===== src/rtl/mem_access.sv =====
// Memory stage: byte-serial load/store engine feeding the mem/wb register.
// Loads and stores are split into 1, 2 or 4 little-endian byte transactions
// on an 8-bit controller port while the pipeline is held by stall_req.
module mem_access #(
    parameter int unsigned ADDR_W = 32,
    parameter int unsigned REG_AW = 5
) (
    input  logic              clk,
    input  logic              rst,
    input  logic              rdy,
    input  logic              ex_we,
    input  logic [REG_AW-1:0] ex_waddr,
    input  logic [31:0]       ex_wdata,
    input  logic [3:0]        ex_memop,
    input  logic [ADDR_W-1:0] ex_maddr,
    input  logic [31:0]       ex_mdata,
    output logic              mem_we,
    output logic [REG_AW-1:0] mem_waddr,
    output logic [31:0]       mem_wdata,
    output logic              stall_req,
    output logic              mc_req,
    output logic              mc_wr,
    output logic [ADDR_W-1:0] mc_addr,
    output logic [7:0]        mc_wdata,
    input  logic              mc_ack,
    input  logic [7:0]        mc_rdata
);

    localparam logic [3:0] OP_LB  = 4'd1;
    localparam logic [3:0] OP_LH  = 4'd2;
    localparam logic [3:0] OP_LW  = 4'd3;
    localparam logic [3:0] OP_LBU = 4'd4;
    localparam logic [3:0] OP_LHU = 4'd5;
    localparam logic [3:0] OP_SB  = 4'd6;
    localparam logic [3:0] OP_SH  = 4'd7;
    localparam logic [3:0] OP_SW  = 4'd8;

    typedef enum logic [1:0] {
        ST_IDLE = 2'd0,
        ST_XFER = 2'd1,
        ST_DONE = 2'd2
    } state_t;

    state_t              r_state;
    logic [3:0]          r_op;
    logic [ADDR_W-1:0]   r_base;
    logic [31:0]         r_sdata;
    logic [1:0]          r_k;
    logic [1:0]          r_last;
    logic [31:0]         r_buf;
    logic                r_mc_req;
    logic                r_mc_wr;
    logic [ADDR_W-1:0]   r_mc_addr;
    logic [7:0]          r_mc_wdata;

    logic                w_valid;
    logic                w_store;
    logic [1:0]          w_last;
    logic [1:0]          w_k_nxt;
    logic [7:0]          w_sbyte_nxt;
    logic                w_is_load;
    logic [31:0]         w_ld_data;

    // Decode the incoming memop: validity, direction and index of the last byte
    always_comb begin
        w_valid = 1'b0;
        w_store = 1'b0;
        w_last  = 2'd0;
        case (ex_memop)
            OP_LB, OP_LBU: begin w_valid = 1'b1; w_last = 2'd0; end
            OP_LH, OP_LHU: begin w_valid = 1'b1; w_last = 2'd1; end
            OP_LW:         begin w_valid = 1'b1; w_last = 2'd3; end
            OP_SB:         begin w_valid = 1'b1; w_store = 1'b1; w_last = 2'd0; end
            OP_SH:         begin w_valid = 1'b1; w_store = 1'b1; w_last = 2'd1; end
            OP_SW:         begin w_valid = 1'b1; w_store = 1'b1; w_last = 2'd3; end
            default:       ;
        endcase
    end

    assign w_k_nxt     = r_k + 2'd1;
    assign w_sbyte_nxt = r_sdata[{w_k_nxt, 3'b000} +: 8];
    assign w_is_load   = (r_op >= OP_LB) && (r_op <= OP_LHU);

    // Size/sign extension of the assembled load buffer
    always_comb begin
        w_ld_data = r_buf;
        case (r_op)
            OP_LB:   w_ld_data = {{24{r_buf[7]}}, r_buf[7:0]};
            OP_LH:   w_ld_data = {{16{r_buf[15]}}, r_buf[15:0]};
            OP_LBU:  w_ld_data = {24'd0, r_buf[7:0]};
            OP_LHU:  w_ld_data = {16'd0, r_buf[15:0]};
            default: w_ld_data = r_buf;
        endcase
    end

    // Transaction FSM with registered controller-port outputs; rdy=0 freezes it
    always_ff @(posedge clk or negedge rst) begin
        if (!rst) begin
            r_state    <= ST_IDLE;
            r_op       <= 4'd0;
            r_base     <= '0;
            r_sdata    <= 32'd0;
            r_k        <= 2'd0;
            r_last     <= 2'd0;
            r_buf      <= 32'd0;
            r_mc_req   <= 1'b0;
            r_mc_wr    <= 1'b0;
            r_mc_addr  <= '0;
            r_mc_wdata <= 8'd0;
        end else if (rdy) begin
            case (r_state)
                ST_IDLE: begin
                    if (w_valid) begin
                        r_op       <= ex_memop;
                        r_base     <= ex_maddr;
                        r_sdata    <= ex_mdata;
                        r_last     <= w_last;
                        r_k        <= 2'd0;
                        r_buf      <= 32'd0;
                        r_mc_req   <= 1'b1;
                        r_mc_wr    <= w_store;
                        r_mc_addr  <= ex_maddr;
                        r_mc_wdata <= ex_mdata[7:0];
                        r_state    <= ST_XFER;
                    end
                end
                ST_XFER: begin
                    if (mc_ack && r_mc_req) begin
                        if (!r_mc_wr) begin
                            r_buf[{r_k, 3'b000} +: 8] <= mc_rdata;
                        end
                        r_k <= w_k_nxt;
                        if (r_k == r_last) begin
                            r_mc_req <= 1'b0;
                            r_mc_wr  <= 1'b0;
                            r_state  <= ST_DONE;
                        end else begin
                            r_mc_addr  <= r_base + ADDR_W'(w_k_nxt);
                            r_mc_wdata <= w_sbyte_nxt;
                        end
                    end
                end
                ST_DONE: r_state <= ST_IDLE;
                default: r_state <= ST_IDLE;
            endcase
        end
    end

    // Write-back and stall outputs follow the state and ex inputs directly
    always_comb begin
        stall_req = 1'b0;
        mem_we    = 1'b0;
        mem_waddr = '0;
        mem_wdata = 32'd0;
        if (rst) begin
            case (r_state)
                ST_IDLE: begin
                    if (w_valid) begin
                        stall_req = 1'b1;
                    end else begin
                        mem_we    = ex_we;
                        mem_waddr = ex_waddr;
                        mem_wdata = ex_wdata;
                    end
                end
                ST_XFER: stall_req = 1'b1;
                ST_DONE: begin
                    mem_we    = ex_we;
                    mem_waddr = ex_waddr;
                    mem_wdata = w_is_load ? w_ld_data : ex_wdata;
                end
                default: ;
            endcase
        end
    end

    assign mc_req   = r_mc_req;
    assign mc_wr    = r_mc_wr;
    assign mc_addr  = r_mc_addr;
    assign mc_wdata = r_mc_wdata;

endmodule


===== config.mk =====
export PLATFORM = sky130hd
export DESIGN_NAME = mem_access
export DESIGN_NICKNAME = d
export VERILOG_FILES = /design/src/rtl/mem_access.sv
export SDC_FILE = /design/constraint.sdc
export NUM_CORES = 1
export LEC_CHECK = 0
export BUFFER_PORTS_ARGS = -buffer_cell sky130_fd_sc_hd__buf_2
export CAP_MARGIN = 15
export CORE_MARGIN = 4
export CORE_UTILIZATION = 54
export CTS_CLUSTER_SIZE = 10
export DETAILED_ROUTE_END_ITERATION = 7
export GPL_ROUTABILITY_DRIVEN = 0
export PLACE_DENSITY = 0.83
export SETUP_SLACK_MARGIN = 0.05
export SKIP_LAST_GASP = 1
export SLEW_MARGIN = 20
export SYNTH_ARGS = -nofsm -noshare
export SYNTH_HDL_FRONTEND = slang
export SYNTH_SLANG_ARGS = --single-unit

===== constraint.sdc =====
create_clock -name clk -period 3.6 [get_ports clk]
set_input_delay 0.18 -clock clk [delete_from_list [all_inputs] [get_ports clk]]
set_output_delay 0.18 -clock clk [all_outputs]
set_load 0.01 [all_outputs]

; Yosys cells after proc, flatten, opt, wreduce, memory -nomap -nowiden
; Index checks and enable logic that the tools add are counted.
[word_totals]
register_bits = 148
in_bits = 118
output_inout_bits = 81
wordCells = 96
[op_classes]
addsub = 3
order_cmp = 2
n_eq_ne = 20
shift = 3
mux = 43
n_reduce_logical = 14
[op_table]
columns = op, n
row1 = 32-bit 2-to-1 mux, 9
row2 = 32-bit case mux with 2 select lines, 3
row3 = 32-bit case mux with 4 select lines, 1
row4 = 32-bit by 2-bit adder with 32-bit output, 1
row5 = 32-bit bitwise mux, 1
row6 = "8-bit by 7-bit variable shift with 32-bit output, first input constant", 1
row7 = 32-bit by 6-bit indexed part select with 8-bit output, 1
row8 = 8-bit by 7-bit indexed part select with 32-bit output, 1
row9 = "4-bit by 3-bit == test with 1-bit output, second input constant", 6
row10 = 8-bit 2-to-1 mux, 3
row11 = 8-bit case mux with 2 select lines, 1
row12 = 5-bit AND reduction, 3
row13 = "4-bit by 2-bit == test with 1-bit output, second input constant", 3
row14 = 2-bit case mux with 2 select lines, 3
row15 = 1-bit 2-to-1 mux, 10
row16 = 2-bit 2-to-1 mux, 5
row17 = 5-bit 2-to-1 mux, 2
row18 = "2-bit != test, second input constant", 5
row19 = 5-bit case mux with 2 select lines, 1
row20 = "4-bit by 1-bit == test with 1-bit output, second input constant", 2
row21 = 1-bit case mux with 2 select lines, 4
row22 = 4-bit AND reduction, 2
row23 = 8-bit OR reduction, 1
row24 = 5-bit negator with 7-bit output, 1
row25 = 13 further kinds, 15

; Logic depth before layout (Yosys ltp)
; Gate-level depths: netlist of the first run.
[logic_depth]
word_depth = 6
depth_mapped = 10
depth_no_buf = 8

; Worst setup path after synthesis of the first run
; OpenSTA, ideal clock, no wires.
[synth_path]
path_kind = register to register
startpoint = register r_k[0]
endpoint = register r_mc_addr[20], in the netlist mc_addr[20]
setup_ns = 0.067
t_arrival_ns = 2.843
required_time_ns = 3.533
slack_ns = 0.689
stages_incl_launch_ff = 11
path_buffers = 2
period_less_slack_ns = 2.911
cell_sequence = dfrtp_1 -> clkbuf_1 -> inv_1 -> ha_1 -> fa_1 -> nand3_2 -> or4_1 -> clkbuf_1 -> or4_1 -> nand3_1 -> a32o_1
[synth_between]
elab_chain_len = 5
elab_cells_between_ends = 8
cone_classes = 2 x add/sub / 2 x eq/ne / 3 x mux / 1 x reduce/logical
[synth_rtl]
columns = element, line_no
row1 = start: declaration, 48  ; logic [1:0] r_k;
row2 = start signal: assignment, 132  ; r_k <= w_k_nxt;
row3 = 2-bit by 1-bit adder with 2-bit output, 80  ; assign w_k_nxt = r_k + 2'd1;
row4 = 32-bit by 2-bit adder with 32-bit output, 138  ; r_mc_addr <= r_base + ADDR_W'(w_k_nxt);
row5 = 32-bit 2-to-1 mux, 133  ; if (r_k == r_last) begin
row6 = 32-bit 2-to-1 mux, 128  ; if (mc_ack && r_mc_req) begin
row7 = 32-bit case mux with 2 select lines, 111  ; case (r_state)
row8 = end signal: assignment, 122  ; r_mc_addr <= ex_maddr;
row9 = end signal: assignment, 138
row10 = end: declaration, 53  ; logic [ADDR_W-1:0] r_mc_addr;
; Parallel ways exist; a longest one is shown, timed or not. The select of a mux whose other input is x is not followed.
; A chain may end at the register's enable or synchronous reset.

; Worst setup path in the final report of the first run
[layout_path]
startpoint = register r_op[2]
endpoint = output port mem_wdata[29]
[layout_between]
elab_chain_len = 5
elab_cells_between_ends = 11
cone_classes = 2 x order compare / 4 x eq/ne / 4 x mux / 1 x reduce/logical
[layout_rtl]
columns = element, line_no
row1 = start: declaration, 45  ; logic [3:0] r_op;
row2 = start signal: assignment, 114  ; r_op <= ex_memop;
row3 = "4-bit by 1-bit >= comparator with 1-bit output, or another cell as far along", 82  ; assign w_is_load = (r_op >= OP_LB) && (r_op <= OP_LHU);
row4 = 1-bit logical AND / 32-bit case mux with 4 select lines (equally long branches), "82, 87"
row5 = 32-bit 2-to-1 mux (*), 170  ; mem_wdata = w_is_load ? w_ld_data : ex_wdata;
row6 = 32-bit case mux with 2 select lines (*), 156  ; case (r_state)
row7 = 32-bit 2-to-1 mux (*), 155  ; if (rst) begin
row8 = end: declaration, 19  ; output logic [31:0] mem_wdata,
; Every way passes the cells marked *; elsewhere a longest branch is shown, timed or not.

==> results of run 1 <==
[cell type report]
class	instances	area, µm²	area share (%)
Clock buffer	20	457	4.36
Clock inverter	10	133	1.27
Inverter	30	113	1.08
Multi-Input combinational cell	741	4080	39.0
Sequential cell	148	3700	35.4
Tap cell	184	230	2.20
Timing Repair Buffer	277	1750	16.7
[cells in the final DEF (no fill, tap or decap), types with 4 or more instances in the layout]
| cell | instances |
|---|---|
| a21o_1 | 5 |
| a21oi_1 | 27 |
| a22oi_1 | 8 |
| a32o_1 | 4 |
| and2_1 | 25 |
| and3_1 | 5 |
| and4_1 | 4 |
| buf_2 | 197 |
| buf_4 | 18 |
| clkbuf_16 | 17 |
| clkinv_2 | 4 |
| dfrtp_1 | 148 |
| dlygate4sd3_1 | 60 |
| ha_1 | 6 |
| inv_1 | 30 |
| mux2i_1 | 18 |
| mux4_2 | 8 |
| nand2_1 | 319 |
| nand2b_1 | 8 |
| nand3_1 | 19 |
| nand4_1 | 12 |
| nor2_1 | 45 |
| nor2b_1 | 4 |
| nor3_1 | 12 |
| nor3b_1 | 4 |
| nor4_1 | 7 |
| o211ai_1 | 8 |
| o21ai_0 | 89 |
| o21ai_1 | 4 |
| o31ai_1 | 8 |
| o32ai_1 | 16 |
| or3_1 | 6 |
| or4_1 | 5 |
| xnor2_1 | 7 |
| xor2_1 | 15 |
[per-stage QoR]
step | instance area (µm²) | hold slack, ns | std cells | util [%]
after floorplan | 8130 | -0.116 | 980 | -
after global placement | 9270 | 0.127 | 1320 | 63.3
after detailed placement | 9270 | 0.129 | 1320 | 63.3
after CTS | 10500 | 0.0116 | 1410 | 71.4
after global routing | 10500 | 0.0380 | 1410 | 71.5
final | 10500 | 0.0340 | 1410 | 71.5
[power groups by stage]
stage	Clock, mW	Combinational (mW)	Sequential (mW)
3_5_place_dp	0	3.35	2.97
2_1_floorplan	0	2.35	2.88
3_3_place_gp	0	3.27	2.93
4_1_cts	1.80	3.42	2.95
6_report	1.80	3.46	2.97
5_1_grt	1.88	3.83	3.06
[critical path, cell delays in order (launching register included)]
cell and delay [ns]:
dfrtp_1 0.49, a21oi_1 0.20, nor2b_1 0.70, nand2_1 0.52, o32ai_1 0.40, and2_1 0.16, buf_2 0.13
[worst max-delay path by stage]
stage	from	endpoint	slack (ns)	cells past startpoint
6_report	r_op[2]$_DFFE_PN0P_	mem_wdata[29]	0.38	6
5_1_grt	r_op[2]$_DFFE_PN0P_	mem_wdata[29]	0.1	6
4_1_cts	r_op[2]$_DFFE_PN0P_	mem_wdata[23]	0.43	6
3_5_place_dp	r_k[1]$_DFFE_PN0P_	mc_addr[20]$_DFFE_PN0P_	0.74	8
3_3_place_gp	r_k[1]$_DFFE_PN0P_	mc_addr[20]$_DFFE_PN0P_	0.79	8
2_1_floorplan	r_k[0]$_DFFE_PN0P_	mc_addr[20]$_DFFE_PN0P_	0.69	10
[sequential cells by signal (all words and copies together) (netlist names)]
signal	count
mc_addr	32
mc_req	1
mc_wdata	8
mc_wr	1
r_base	32
r_buf	32
r_k	2
r_last	2
r_op	4
r_sdata	32
r_state	2
[logic make-up after synthesis]
logic type	Yosys count	synth area share, %
mux	26	4.43
xor+xnor	22	2.37
simple gates	486	26.3
compound gates	200	15.6
buf+inv	91	4.59
flops	148	45.6
fa+ha+maj	7	1.17
[per-layer routing]
layer | vias to the layer above | GRT usage, %
met2 | 301 | 45.1
met3 | 69 | 5.73
met4 | 0 | 12.2
li1 | 3817 | -
met1 | 3746 | 34.0
met5 | - | 0
==> impl_metrics.json, run 1 <==
{
  "status": "complete, no violations",
  "worstSetupStartpointType": "flip-flop",
  "rsz0062_at_grt": "no",
  "dr_wl_met3_um": 1570,
  "synth_edf_count": 0,
  "nets": 1340,
  "required_ns": 3.42,
  "postCtsSetupBuffers": 0,
  "rr_endpoint": "mc_addr[20]$_DFFE_PN0P_",
  "min-delay-start": "ex_maddr[27]",
  "powerDensity_nw_per_um2": 786,
  "syn-num-nets": 1105,
  "critPathArrivalTime_ns": 3.04,
  "syn2layout_area_growth_pct": 28.7,
  "fillers": 1123,
  "worstSkewPairLatency_ns": 0.43,
  "end_kind": "primary output",
  "ys_warn_count": 0,
  "synth_common_cells": "319 x nand2_1, 148 x dfrtp_1, 89 x o21ai_0",
  "antenna_found_initial": 0,
  "synthesis.area_um2": 8130,
  "wl_per_cell_um": 16.4,
  "fin_ws_ns": 0.385,
  "hp-class": "in -> reg",
  "cap_violations": 0,
  "cts_sinks": 148,
  "vdd_ir_drop_max_mv": 0.477,
  "grt_pass1_wl_um": 36300,
  "hold_end": "r_base[27]$_DFFE_PN0P_",
  "drc": 0,
  "synth.area.top_cells": "dfrtp_1 46%, nand2_1 15%, o21ai_0 5.5%",
  "firstDrtPassIters": 5,
  "syn_avg_cell_area_um2": 8.30,
  "layout_worst_path_cycle_share_pct": 89.3,
  "rrSetupSlack_ns": 0.70,
  "fp.dieArea_um2": 17100,
  "max_freq_mhz": 311,
  "clk_pin_slew_ns": 0.06,
  "drv_slew": 0,
  "ys_seq_area_share_pct": 45.6,
  "tightest_slew_ns": 1.06,
  "fin_tns_setup_ns": 0,
  "grt_overflow": 0,
  "synth_flop_cell": "dfrtp_1",
  "top_layer": "met4",
  "pre_cts_slack_ns": 0.737,
  "reg2regPathDepth": 8,
  "power_frac_clock_pct": 21.8,
  "sw_frac_of_total_pct": 40.8,
  "power.switching_mw": 3.36,
  "die_height_um": 131,
  "antenna_cells": 0,
  "fin_crit_ns": 3.22,
  "p_comb_share_pct": 42.0,
  "ctsHoldBuffers": 60,
  "root_buffer": "clkbuf_16",
  "wl_met1_um": 9490,
  "grt_pass1_vias": 7533,
  "ioPinCount": 199,
  "drt_iter0_drc": 480,
  "criticalPathCategory": "reg -> out",
  "viasPerCell": 5.63,
  "numPortBuffers": 198,
  "cts_buffers": 17,
  "skew_ns": 0.00914,
  "synthArstFlopShare_pct": 100,
  "yosys_register_bits": 148,
  "cts_repair_resize_count": 0,
  "floorplan.rows": 44,
  "route.met2.wl_um": 11300,
  "relSlewSlack_pct": 29.4,
  "grt_usage_pct": 27.0,
  "synth_most_common_cell": "nand2_1",
  "finalPower_mw": 8.23,
  "cts_buffer_depth": 2,
  "hold_depth": 3,
  "synth_top_cell_area_share_pct": 45.6,
  "power_leakage_nw": 5.08,
  "hold_viol_final": 0,
  "p_int_mw": 4.87,
  "drive_gt1_share_pct": 21.9,
  "synthCells": 980,
  "yosysTopAreaCell": "dfrtp_1",
  "htree_levels": 4,
  "setup_viol": 0,
  "tritoncts": "yes",
  "initial_core_util_pct": 55.5,
  "dp_hpwl_um": 15500,
  "seqPwrFrac_pct": 36.1,
  "worstPathMaxFanout": 16,
  "wirelength_um": 23100,
  "final_antenna_net_count": 0,
  "grt_max_degree": 58,
  "synth_cell_types": 59,
  "die_width_um": 131,
  "coreArea_um2": 14600,
  "vias": 7933,
  "r2r-start": "r_k[1]$_DFFE_PN0P_"
}
Power figures use the tool's default switching activity.
==> run 2: changes to the inputs <==
--- a/config.mk
+++ b/config.mk
@@ -5,14 +5,15 @@
 export SDC_FILE = /design/constraint.sdc
 export NUM_CORES = 1
 export LEC_CHECK = 0
+export ABC_CLOCK_PERIOD_IN_PS = 2600
 export BUFFER_PORTS_ARGS = -buffer_cell sky130_fd_sc_hd__buf_2
 export CAP_MARGIN = 15
-export CORE_MARGIN = 4
-export CORE_UTILIZATION = 54
+export CORE_MARGIN = 2
+export CORE_UTILIZATION = 49
 export CTS_CLUSTER_SIZE = 10
 export DETAILED_ROUTE_END_ITERATION = 7
 export GPL_ROUTABILITY_DRIVEN = 0
-export PLACE_DENSITY = 0.83
+export PLACE_DENSITY = 0.79
 export SETUP_SLACK_MARGIN = 0.05
 export SKIP_LAST_GASP = 1
 export SLEW_MARGIN = 20
==> constraint.sdc (replaced) <==
create_clock -name clk -period 2.6 [get_ports clk]
set_input_delay 0.13 -clock clk [delete_from_list [all_inputs] [get_ports clk]]
set_output_delay 0.13 -clock clk [all_outputs]
set_load 0.01 [all_outputs]
==> impl_metrics.json, run 2 (synthesized netlist as in run 1, its figures left out) <==
{
  "status": "complete, no violations",
  "grt_overflow": 0,
  "max_stage_delay_ns": 0.56,
  "worstPathMaxFanout": 9,
  "skew_ns": 0.00880,
  "reg2regPathDepth": 8,
  "die_height_um": 133,
  "cts_sinks": 148,
  "rsz0062_at_grt": "no",
  "numPortBuffers": 198,
  "finalPower_mw": 11.6,
  "worstSkewPairLatency_ns": 0.42,
  "wl_per_cell_um": 15.8,
  "htree_levels": 4,
  "final_util_pct": 66.0,
  "fillers": 1308,
  "die_width_um": 133,
  "drv_slew": 0,
  "finalHoldWorstSlack_ns": 0.0232,
  "rr_endpoint": "mc_addr[20]$_DFFE_PN0P_",
  "cts_buffers": 17,
  "dp_hpwl_um": 15200,
  "cap_violations": 0,
  "hold_end": "r_base[20]$_DFFE_PN0P_",
  "hp-class": "in -> reg",
  "drive_gt1_share_pct": 23.9,
  "worstSetupStartpointType": "flip-flop",
  "path_cells": "inv_1, ha_4, fa_2, nand3_4, or4_4, or4_1, nand3_1, a32o_1",
  "wirelength_um": 23300,
  "tightest_slew_ns": 0.927,
  "place_inst": 1369,
  "criticalPathCategory": "reg -> reg",
  "crit_path_top_delay_cell": "or4_4",
  "r2r-start": "r_k[1]$_DFFE_PN0P_",
  "drt_iter0_drc": 543,
  "layout_commonest_cell": "nand2_1",
  "setup_viol": 0,
  "power_leakage_nw": 5.22,
  "fp.dieArea_um2": 17600,
  "path_delay_family": "simple AND/OR/NAND/NOR gates",
  "pre_cts_slack_ns": 0.111,
  "layout_worst_path_cycle_share_pct": 93.9,
  "place_area_um2": 9480,
  "cp_num_buf_inv": 1,
  "fin_tns_setup_ns": 0,
  "fin_ws_ns": 0.160,
  "syn2layout_area_growth_pct": 33.3,
  "hold_depth": 3,
  "cts_buffer_depth": 2,
  "final_antenna_net_count": 0,
  "grt_pass1_vias": 7982,
  "layout.cells.non_filler": 1472,
  "critPathArrivalTime_ns": 2.80,
  "postCtsSetupBuffers": 0,
  "min-delay-start": "ex_maddr[20]",
  "layout_common_cells": "318 x nand2_1, 197 x buf_2, 145 x dfrtp_1",
  "grt_usage_pct": 26.8,
  "grt_pass1_wl_um": 38300,
  "coreArea_um2": 16400,
  "vdd_ir_drop_max_mv": 0.663,
  "powerDensity_nw_per_um2": 1070,
  "antenna_found_initial": 1,
  "hold_viol_final": 0,
  "fin_area_um2": 10800,
  "route.met2.wl_um": 11500,
  "relSlewSlack_pct": 37.9,
  "clk_pin_slew_ns": 0.06,
  "firstDrtPassIters": 5,
  "floorplan.rows": 47,
  "end_kind": "flip-flop",
  "wl_met1_um": 9960,
  "initial_core_util_pct": 49.6,
  "fin_crit_ns": 2.44,
  "dr_wl_met3_um": 1280,
  "ioPinCount": 199,
  "root_buffer": "clkbuf_16",
  "tritoncts": "yes",
  "vias": 7968,
  "rrSetupSlack_ns": 0.16,
  "nets": 1363,
  "viasPerCell": 5.41,
  "required_ns": 2.96,
  "grt_max_degree": 118,
  "drc": 0,
  "top_layer": "met4",
  "max_freq_mhz": 410
}
run 2: layout make-up:
cell class | count | area [µm²] | area share [%]
timing repair buffer | 300 | 1990 | 18.4
antenna | 1 | 2.50 | 0.0231
tap | 220 | 275 | 2.54
clock inverter | 12 | 130 | 1.20
multi-input combinational | 741 | 4160 | 38.4
sequential | 148 | 3710 | 34.2
clock buffer | 20 | 457 | 4.22
inverter | 30 | 115 | 1.06
run 2: worst max path at each step:
stage               cells past startpoint                 endpoint  slack [ns]                    from
floorplan                              10  mc_addr[20]$_DFFE_PN0P_        0.05      r_k[0]$_DFFE_PN0P_
global placement                        8  mc_addr[20]$_DFFE_PN0P_        0.15      r_k[0]$_DFFE_PN0P_
detailed placement                      8  mc_addr[20]$_DFFE_PN0P_        0.11      r_k[0]$_DFFE_PN0P_
CTS                                     6            mem_wdata[27]        0.05  r_state[1]$_DFFE_PN0P_
global route                            8  mc_addr[17]$_DFFE_PN0P_        0.05      r_k[1]$_DFFE_PN0P_
finish                                  8  mc_addr[20]$_DFFE_PN0P_        0.16      r_k[1]$_DFFE_PN0P_
run 2: what timing repair did:
item	4_1_cts	5_1_grt
endpoints found under the setup margin	17	31
gates cloned	0	0
resized for setup	3	11
endpoints found under the hold margin	114	0
hold buffers	70	0
run 2: power breakdown:
group	switching (mW)	internal (mW)	total [mW]
Combinational	2.97	2.13	5.10
Sequential	0.821	3.25	4.07
Clock	0.990	1.46	2.45
Total	4.78	6.84	11.6
run 2: per-layer routing:
metal | global-route usage, % | vias to the layer above
met5 | 0 | -
met4 | 10.1 | 0
met3 | 5.33 | 46
met2 | 45.6 | 288
met1 | 34.0 | 3770
li1 | - | 3864
run 2: worst register-to-register path, cell delays in order, from the launching register on:
cell and delay (ns):
dfrtp_1 0.35, inv_1 0.10, ha_4 0.29, fa_2 0.24
nand3_4 0.07, or4_4 0.56, or4_1 0.51, nand3_1 0.11
a32o_1 0.16
